## src/rtl/imem_ctrl.sv

```systemverilog
// Instruction-memory port sequencer: arbitrates the fetch stage and the program loader
// onto one single-port synchronous RAM and returns fetch responses with backpressure.
module imem_ctrl #(
  parameter int          AW             = 5,
  parameter int          MAX_LOAD_BURST = 4,
  parameter logic [31:0] NOP_INSTR      = 32'h00000013
) (
  input  logic          clk,
  input  logic          rst,
  input  logic          fetch_req_valid,
  output logic          fetch_req_ready,
  input  logic [31:0]   fetch_addr,
  input  logic          fetch_flush,
  output logic          fetch_rsp_valid,
  input  logic          fetch_rsp_ready,
  output logic [31:0]   fetch_rsp_instr,
  output logic          fetch_rsp_err,
  input  logic          load_valid,
  output logic          load_ready,
  input  logic [AW-1:0] load_addr,
  input  logic [31:0]   load_data,
  output logic          mem_en,
  output logic          mem_we,
  output logic [AW-1:0] mem_addr,
  output logic [31:0]   mem_wdata,
  input  logic [31:0]   mem_rdata
);

  localparam int SW = $clog2(MAX_LOAD_BURST + 1);
  localparam logic [SW-1:0] STREAK_MAX = SW'(MAX_LOAD_BURST);

  logic          rd_pending;
  logic          pend_err;
  logic          held_valid;
  logic          held_err;
  logic [31:0]   held_instr;
  logic [SW-1:0] streak;
  logic [AW-1:0] last_addr;
  logic [31:0]   last_wdata;

  logic          fetch_err;
  logic          port_free;
  logic          fetch_grant;
  logic          load_grant;
  logic          fetch_rd;
  logic          rsp_valid;
  logic [31:0]   pres_instr;
  logic          pres_err;

  // A response is either the live read result (cycle after grant) or the hold register.
  always_comb begin
    fetch_err  = (fetch_addr[1:0] != 2'b00) || (fetch_addr[31:AW+2] != '0);
    rsp_valid  = held_valid || rd_pending;
    pres_instr = '0;
    pres_err   = 1'b0;
    if (held_valid) begin
      pres_instr = held_instr;
      pres_err   = held_err;
    end else if (rd_pending) begin
      pres_instr = pend_err ? NOP_INSTR : mem_rdata;
      pres_err   = pend_err;
    end

    port_free   = !rsp_valid || fetch_rsp_ready || fetch_flush;
    fetch_grant = !rst && fetch_req_valid && port_free &&
                  (!load_valid || (streak == STREAK_MAX));
    load_grant  = !rst && load_valid && !fetch_grant;
    fetch_rd    = fetch_grant && !fetch_err;

    mem_en    = fetch_rd || load_grant;
    mem_we    = load_grant;
    mem_addr  = last_addr;
    mem_wdata = last_wdata;
    if (load_grant) begin
      mem_addr  = load_addr;
      mem_wdata = load_data;
    end else if (fetch_rd) begin
      mem_addr = fetch_addr[AW+1:2];
    end
  end

  assign fetch_req_ready = fetch_grant;
  assign load_ready      = load_grant;
  assign fetch_rsp_valid = rsp_valid;
  assign fetch_rsp_instr = pres_instr;
  assign fetch_rsp_err   = pres_err;

  // An unaccepted live response is frozen into the hold register so later reads can't disturb it.
  always_ff @(posedge clk or posedge rst) begin
    if (rst) begin
      rd_pending <= 1'b0;
      pend_err   <= 1'b0;
      held_valid <= 1'b0;
      held_err   <= 1'b0;
      held_instr <= '0;
    end else begin
      rd_pending <= fetch_grant;
      pend_err   <= fetch_grant && fetch_err;
      if (rd_pending && !fetch_rsp_ready && !fetch_flush) begin
        held_valid <= 1'b1;
        held_instr <= pres_instr;
        held_err   <= pres_err;
      end else if (held_valid && (fetch_rsp_ready || fetch_flush)) begin
        held_valid <= 1'b0;
      end
    end
  end

  // Streak saturates so a loader granted while the port is busy can't skip past the limit.
  always_ff @(posedge clk or posedge rst) begin
    if (rst) begin
      streak     <= '0;
      last_addr  <= '0;
      last_wdata <= '0;
    end else begin
      if (fetch_grant) begin
        streak <= '0;
      end else if (load_grant && fetch_req_valid && (streak != STREAK_MAX)) begin
        streak <= streak + 1'b1;
      end
      last_addr  <= mem_addr;
      last_wdata <= mem_wdata;
    end
  end

endmodule

```

## config.mk

```make
export PLATFORM = sky130hd
export DESIGN_NAME = imem_ctrl
export DESIGN_NICKNAME = d
export VERILOG_FILES = /design/src/rtl/imem_ctrl.sv
export SDC_FILE = /design/constraint.sdc
export NUM_CORES = 1
export LEC_CHECK = 0
export ABC_AREA = 1
export BUFFER_PORTS_ARGS = -buffer_cell sky130_fd_sc_hd__buf_2
export CAP_MARGIN = 40
export CORE_AREA = 2 2 92 94
export DETAILED_ROUTE_END_ITERATION = 10
export DIE_AREA = 0 0 94 96
export GPL_TIMING_DRIVEN = 1
export HOLD_SLACK_MARGIN = 0.1
export PLACE_DENSITY = 0.79
export SETUP_SLACK_MARGIN = 0.1
export SLEW_MARGIN = 25
export SYNTH_ARGS = -nofsm -noshare
export SYNTH_HDL_FRONTEND = slang
export SYNTH_SLANG_ARGS = --single-unit
```

## constraint.sdc

```tcl
create_clock -name clk -period 2.7 [get_ports clk]
set_input_delay 0.54 -clock clk [delete_from_list [all_inputs] [get_ports clk]]
set_output_delay 0.54 -clock clk [all_outputs]
set_load 0.005 [all_outputs]
```

# After elaboration in Yosys (flattened, before gate mapping)
# Index checks and enable logic that the tools add are counted.
totals:
  mem_bits_rw: 0
  latch_bits: 0
  rom_bits: 0
  reg_bits: 76
  in_bits: 107
  out_inout_bits: 75
  mem_count: 0
classes:
  n_bitwise: 0
  order_cmp: 0
  multipliers: 0
  shifts: 0
  add_sub_neg: 1
  n_eq_ne: 2
  n_mux: 12
  div: 0
  n_reduce_logical: 30
op_table:
  columns: ["op", "n"]
  rows:
  - ["32-bit two-way mux", 4]
  - ["25-bit nonzero test", 1]
  - ["1-bit logical AND", 12]
  - ["5-bit two-way mux", 2]
  - ["1-bit zero test", 7]
  - ["1-bit logical OR", 7]
  - ["3-bit two-way mux", 2]
  - ["2-bit nonzero test", 3]
  - ["1-bit two-way mux", 4]
  - ["3-bit by 1-bit adder with 3-bit output (second input constant)", 1]
  - ["3-bit == test (second input constant)", 1]
  - ["3-bit != test (second input constant)", 1]

# Logic depth before layout (Yosys ltp)
# Gate-level depths: netlist of the first run.
logic_depth:
  ltp_word: 12
  mapped_depth: 12

# Least setup slack after synthesis of the first run
# OpenSTA, ideal clock, no wires.
synth_path:
  kind: "in2out"
  start: "in fetch_flush"
  end: "out mem_wdata[10]"
  setup_slack_ps: 807
  cell_stages: 9
  arrival_ps: 1353
  path_cell_list: "nor2_1 > nand2_2 > nand3_4 > nand2_2 > inv_2 > buf_6 > buf_6 > nand2_1 > nand2_1"
synth_between:
  elab_chain_len: 6
synth_lines:
  columns: ["element", "line", "text"]
  rows:
  - ["start: declaration", "13", "input logic fetch_flush,"]
  - ["1-bit logical OR", "64", "port_free = !rsp_valid || fetch_rsp_ready || fetch_flush;"]
  - ["1-bit logical AND (2 in series)", "65", "fetch_grant = !rst && fetch_req_valid && port_free &&"]
  - ["1-bit zero test", "67", "load_grant = !rst && load_valid && !fetch_grant;"]
  - ["1-bit logical AND", "67", null]
  - ["32-bit two-way mux", "74", "if (load_grant) begin"]
  - ["end: declaration", "25", "output logic [31:0] mem_wdata,"]
# Every way passes these cells.

# Worst setup path after layout of the first run
layout_path:
  start: "reg streak[0]"
  end: "out mem_addr[1]"
layout_between:
  elab_chain_len: 6
layout_lines:
  columns: ["element", "line", "text"]
  rows:
  - ["start: declaration", "37", "logic [SW-1:0] streak;"]
  - ["start signal: assignment", "119", "streak <= streak + 1'b1;"]
  - ["3-bit == test (*)", "66", "(!load_valid || (streak == STREAK_MAX));"]
  - ["1-bit logical OR (*)", "66", null]
  - ["1-bit logical AND (*)", "65", null]
  - ["1-bit logical AND / 1-bit zero test (equally long branches)", "68, 67", null]
  - ["5-bit two-way mux / 1-bit logical AND (equally long branches)", "77, 67", null]
  - ["5-bit two-way mux (*)", "74", null]
  - ["end: declaration", "24", "output logic [AW-1:0] mem_addr,"]
# Mark *: on every way between the ends. The rest lies on a longest branch, timed or not.

==> results of run 1 <==
logic make-up after synthesis:
family | Yosys count | synth area share
DFF | 76 | 0.5304
buffers and inverters | 76 | 0.09770
and+or+nand+nor | 235 | 0.2589
AOI/OAI and AO/OA | 66 | 0.1036
xor gates and xnor gates | 1 | 0.002443
adders and majority gates | 2 | 0.006977
Yosys cell counts:
cell	number	share of area
nand3_4	1	0.0049
nand4_1	1	0.0017
nand2_1	190	0.20
inv_1	48	0.050
buf_6	4	0.013
inv_4	1	0.0017
nand3_1	15	0.021
nor2_2	1	0.0017
nor2_1	23	0.024
xor2_1	1	0.0024
buf_2	8	0.011
o21ai_0	33	0.046
inv_2	2	0.0021
dfrtp_1	76	0.53
clkbuf_1	7	0.0073
buf_4	6	0.013
o22ai_1	33	0.058
nand2_2	3	0.0052
ha_1	2	0.0070
nor3_1	1	0.0014
repair_timing:
action / CTS / global route
hold buffers: 1 / 0
pin swaps: 0 / 5
cloned: 0 / 1
gates resized for setup: 4 / 14
endpoints found under the setup margin: 32 / 40
hold endpoints to repair: 5 / 0
setup buffers: 0 / 7
worst min-delay path: stages:
cell and delay (ps):
buf_2 80, nand2_1 40, nand2_1 60
area by class of cell:
cell class / instances / area (sq um)
Fill cell: 750 / 3166
Clock inverter: 7 / 81.33
Timing Repair Buffer: 197 / 1041
Tap cell: 105 / 131.4
Multi-Input combinational cell: 304 / 1388
Inverter: 51 / 210.2
Clock buffer: 9 / 123.9
Sequential cell: 76 / 1902
Timing Repair inverter: 1 / 8.758
path summary, 6_finish.rpt:
path / cells past startpoint / end / slack (ps) / from
min in group asynchronous: 3 / rd_pending / 670 / rst
min: 3 / last_wdata[15] / 410 / load_data[15]
min reg2reg: 2 / last_wdata[24] / 480 / last_wdata[24]
max reg2reg: 7 / held_instr[18] / 1070 / held_valid
max: 11 / mem_addr[1] / 230 / streak[0]
max in group asynchronous: 4 / last_addr[3] / 1340 / rst
flip-flops by register name, summed over array words and instances, names as in the netlist:
name,cells
held_instr,32
last_wdata,32
last_addr,5
streak,3
held_err,1
held_valid,1
pend_err,1
rd_pending,1
power breakdown:
part	total [W]	internal [W]	leakage, nW	switching [W]
Sequential	0.00138	0.00133	0.961	0.0000550
Combinational	0.000594	0.000261	1.74	0.000333
Clock	0.000874	0.000440	0.101	0.000434
metrics by stage:
stage	cell area (sq um)	hold WS (ps)	setup slack, ps	instances	util
after floorplan	3586	465.6	221.7	456	-
after global placement	4534	445.1	248.6	725	0.5632
after detailed placement	4534	448.7	216.3	725	0.5632
after CTS	4762	387.4	90.18	742	0.5915
after global routing	4886	401.8	82.64	750	0.6068
final	4886	414.5	234.4	750	0.6068
routing by layer:
metal | wire [um] | up-vias
met4 | 44 | 0
met2 | 4462 | 125
li1 | - | 1792
met3 | 634 | 2
met5 | 0 | -
met1 | 3802 | 1648
==> results.sh, run 1 <==
export IMPL_clock_skew_ps=11.77
export IMPL_drv_cap=0
export IMPL_ant_nets=0
export IMPL_slew_violations=0
export IMPL_p_leak_nw=2.798
export IMPL_grt_max_degree=67
export IMPL_path_buf_inv=4
export IMPL_drc=0
export IMPL_cts_root_buf="clkbuf_8"
export IMPL_power_w=0.002849
export IMPL_crit_chain="inv_1 -> ha_1 -> nand2_2 -> nand2_2 -> nand3_4 -> clkinvlp_4 -> nand3_2 -> nand2_1 -> inv_1 -> nand2_1 -> buf_2"
export IMPL_drive_gt1_frac=0.3581
export IMPL_final_cell_mix="nand2_1 (187), buf_2 (181), dfrtp_1 (76), inv_1 (46)"
export IMPL_h_tree_depth=3
export IMPL_grt_use_met1=0.2363
export IMPL_routedWlPerCell_um=11.93
export IMPL_gp_congestion=0.8141
export IMPL_via_count=3567
export IMPL_netlist_area_sq_mm=0.003586
export IMPL_clockBufferDepth=2
export IMPL_synthCells=456
export IMPL_grt_pass1_vias=3278
export IMPL_hp_class="input pin to flip-flop"
export IMPL_pin_count=182
export IMPL_syn_avg_cell_area_sq_um=7.864
export IMPL_arrival_ps=1930
export IMPL_dr_pass1_iters=4
export IMPL_insertedDiodeCount=0
export IMPL_ys_types=20
export IMPL_grt_use_met2=0.3399
export IMPL_viasPerCell=4.756
export IMPL_path_class="flip-flop to output port"
export IMPL_met3_usage=0.05012
export IMPL_fmax_mhz=405.6
export IMPL_start_util=0.4454
export IMPL_top_usage_layer="met2"
export IMPL_mostFrequentLayoutCell="nand2_1"
export IMPL_worst_pin_slew_ps=519.8
export IMPL_fin_crit_sh=0.9132
export IMPL_worst_endpoint_required_ps=2160
export IMPL_clkTransAtPathRegs_ps=90
export IMPL_status="finished, final reports clean"
export IMPL_min_period_ps=2466
export IMPL_syn2layout_area_growth_pct=36.25
export IMPL_max_slew_margin=0.6531
export IMPL_die_h_um=96
export IMPL_wl_um=8944
export IMPL_critPathSlowestCell="dfrtp_1"
export IMPL_tns_ps=0
export IMPL_synth_seq_cells=76
export IMPL_rsz0062_at_grt="no"
export IMPL_setup_viol=0
export IMPL_grt_pass1_wl_um=14020
export IMPL_overflow=0
export IMPL_port_buffer_count=181
export IMPL_core_sq_mm=0.008051
export IMPL_grt_use_total=0.1960
export IMPL_antenna_found_initial=0
export IMPL_slowest_delay_ps=350
export IMPL_clock_sinks=76
export IMPL_cts_tree="built"
export IMPL_seq_area_frac_synth=0.5304
export IMPL_path_max_fanout=8
export IMPL_die_x_um=94
export IMPL_path_delay_family="simple AND/OR/NAND/NOR gates"
export IMPL_cts_made_buffers=9
export IMPL_power_density_mw_per_mm2=583.1
export IMPL_synth_nets=565
export IMPL_clk_latency_ps=330
export IMPL_cp_end_kind="output port"
export IMPL_die_area_sq_mm=0.009024
export IMPL_synth_warnings=0
export IMPL_dp_hpwl_um=6344
export IMPL_hold_violations=0
export IMPL_rows=33
export IMPL_dr_first_iter_drc_count=73
export IMPL_fin_nets=749
export IMPL_worst_setup_path_start_kind="flip-flop"
export IMPL_peakVddDrop_mv=0.3787
Note: power is estimated with default switching activity, not from simulation.
==> run 2: changes to the inputs <==
Settings changed: BUFFER_PORTS_ARGS -buffer_cell sky130_fd_sc_hd__buf_2 to default, CORE_AREA 2 2 92 94 to 2 2 88 90, DIE_AREA 0 0 94 96 to 0 0 90 92, DONT_BUFFER_PORTS from default to 1, PLACE_DENSITY 0.79 to 0.72.
==> results.sh, run 2 (synthesized netlist as in run 1, its figures left out) <==
export IMPL_timing_rr_end="held_instr[18]"
export IMPL_hold_violations=0
export IMPL_fin_crit_sh=0.8889
export IMPL_grt_pass1_vias=2872
export IMPL_power_switching_w=0.0007418
export IMPL_worst_setup_path_start_kind="flip-flop"
export IMPL_clockBufferDepth=2
export IMPL_reg2reg_depth=7
export IMPL_max_slew_margin=0.5861
export IMPL_mostFrequentLayoutCell="nand2_1"
export IMPL_dr_first_iter_drc_count=129
export IMPL_power_frac_comb=0.150
export IMPL_top_regs="held_instr x32, last_wdata x32, last_addr x5"
export IMPL_drive_gt1_frac=0.07895
export IMPL_gp_congestion=0.7747
export IMPL_cts_tree="built"
export IMPL_drv_cap=0
export IMPL_setup_ws_ps=300.0
export IMPL_rsz0062_at_grt="no"
export IMPL_dp_hpwl_um=5521
export IMPL_slew_violations=0
export IMPL_tns_ps=0
export IMPL_p_leak_nw=1.972
export IMPL_final_cell_mix="nand2_1 (189), dfrtp_1 (76), inv_1 (46), o22ai_1 (33), o21ai_0 (33)"
export IMPL_worst_pin_slew_ps=620.1
export IMPL_routedWlPerCell_um=13.88
export IMPL_peakVddDrop_mv=0.3998
export IMPL_worst_endpoint_required_ps=2160
export IMPL_status="finished, final reports clean"
export IMPL_power_internal_w=0.001977
export IMPL_grt_max_degree=42
export IMPL_ant_nets=0
export IMPL_core_sq_mm=0.007447
export IMPL_rows=32
export IMPL_cp_startpoint="streak[0]"
export IMPL_overflow=0
export IMPL_clk_latency_ps=340
export IMPL_place_inst=540
export IMPL_stdcell_count=558
export IMPL_drc=0
export IMPL_reg2reg_slack_ps=1010
export IMPL_viasPerCell=5.129
export IMPL_die_x_um=90
export IMPL_path_class="flip-flop to output port"
export IMPL_power_share_clock=0.342
export IMPL_cts_made_buffers=9
export IMPL_netSwitchingFraction=0.2728
export IMPL_utilization=0.5262
export IMPL_clkTransAtPathRegs_ps=80
export IMPL_start_util=0.4815
export IMPL_cts_root_buf="clkbuf_8"
export IMPL_h_tree_depth=3
export IMPL_insertedDiodeCount=0
export IMPL_seqPwrFrac=0.508
export IMPL_via_count=2862
export IMPL_grt_pass1_wl_um=12910
export IMPL_dr_pass1_iters=5
export IMPL_clock_sinks=76
export IMPL_power_density_mw_per_mm2=693.8
export IMPL_rr_startpoint="held_valid"
export IMPL_die_h_um=92
export IMPL_arrival_ps=1860
export IMPL_clock_skew_ps=9.463
export IMPL_setup_viol=0
export IMPL_syn2layout_area_growth_pct=9.281
export IMPL_die_area_sq_mm=0.008280
export IMPL_antenna_found_initial=0
export IMPL_wl_um=7743
export IMPL_path_max_fanout=38
export IMPL_power_w=0.002719
export IMPL_place_ws_ps=472.8
export IMPL_grt_use_total=0.1942
export IMPL_pin_count=182
export IMPL_hp_class="input pin to async pin"
export IMPL_cp_end_kind="output port"
export IMPL_min_period_ps=2400
export IMPL_port_buffer_count=0
export IMPL_fin_nets=560
export IMPL_fmax_mhz=416.7
-- run 2: cell types whose count changed in the layout (fill, tap and decap cells not counted), moves of 2 or more --
| cell | change |
|---|---|
| nand2_1 | +2 |
| nand3_1 | +4 |
| clkinv_2 | +2 |
| buf_4 | -9 |
| buf_2 | -181 |
| inv_6 | -4 |
| nand3_2 | -4 |
| buf_12 | +3 |
-- run 2: area by class of cell --
cell class	instances	area (sq um)
fill	732	3528
clock buffer	10	127.6
timing repair buffer	9	117.6
sequential	76	1902
multi-input combinational	304	1349
clock inverter	6	88.84
tap	102	127.6
inverter	51	206.4
-- run 2: power groups by stage --
| stage | Combinational, W | Clock, W | Sequential (W) |
|---|---|---|---|
| 4_1_cts | 0.000406 | 0.000962 | 0.00138 |
| 3_5_place_dp | 0.000403 | 0 | 0.00140 |
| 3_3_place_gp | 0.000387 | 0 | 0.00140 |
| 6_report | 0.000408 | 0.000929 | 0.00138 |
| 2_1_floorplan | 0.000325 | 0 | 0.00139 |
| 5_1_grt | 0.000478 | 0.00101 | 0.00140 |
-- run 2: worst max-delay path by stage --
stage / end / slack [ps] / cells past startpoint
2_1_floorplan: held_err / 220 / 1
3_3_place_gp: mem_wdata[31] / 520 / 8
3_5_place_dp: mem_wdata[17] / 470 / 8
4_1_cts: mem_addr[4] / 150 / 9
5_1_grt: mem_addr[0] / 120 / 9
6_report: mem_addr[1] / 300 / 9
-- run 2: what timing repair did --
action                                  in CTS  in global routing
buffers inserted                             0                  2
hold buffers                                 0                  0
resized for setup                            0                 11
endpoints found under the setup margin       0                 37
-- run 2: metrics by stage --
stage / instance area, sq um / hold WS (ps)
4_1_cts: 3872 / 145.2
5_1_grt: 3919 / 176.4
6_report: 3919 / 135.8
2_1_floorplan: 3586 / 465.6
3_3_place_gp: 3656 / 485.7
3_5_place_dp: 3656 / 486.9
-- run 2: worst max-delay path: stages, from the launching register on --
cell	delay, ps
dfrtp_1	410
inv_1	90
ha_1	150
nand2_1	60
nand2_1	110
nand3_4	140
nand2_4	140
buf_12	200
nand3_1	110
nand2_1	120
-- run 2: per-layer routing --
metal | vias up | track usage | share of wire
met5 | - | 0 | 0
met4 | 0 | 0.08846 | 0.015
met3 | 15 | 0.06574 | 0.087
met2 | 124 | 0.3296 | 0.48
met1 | 1304 | 0.2229 | 0.42
li1 | 1419 | - | -
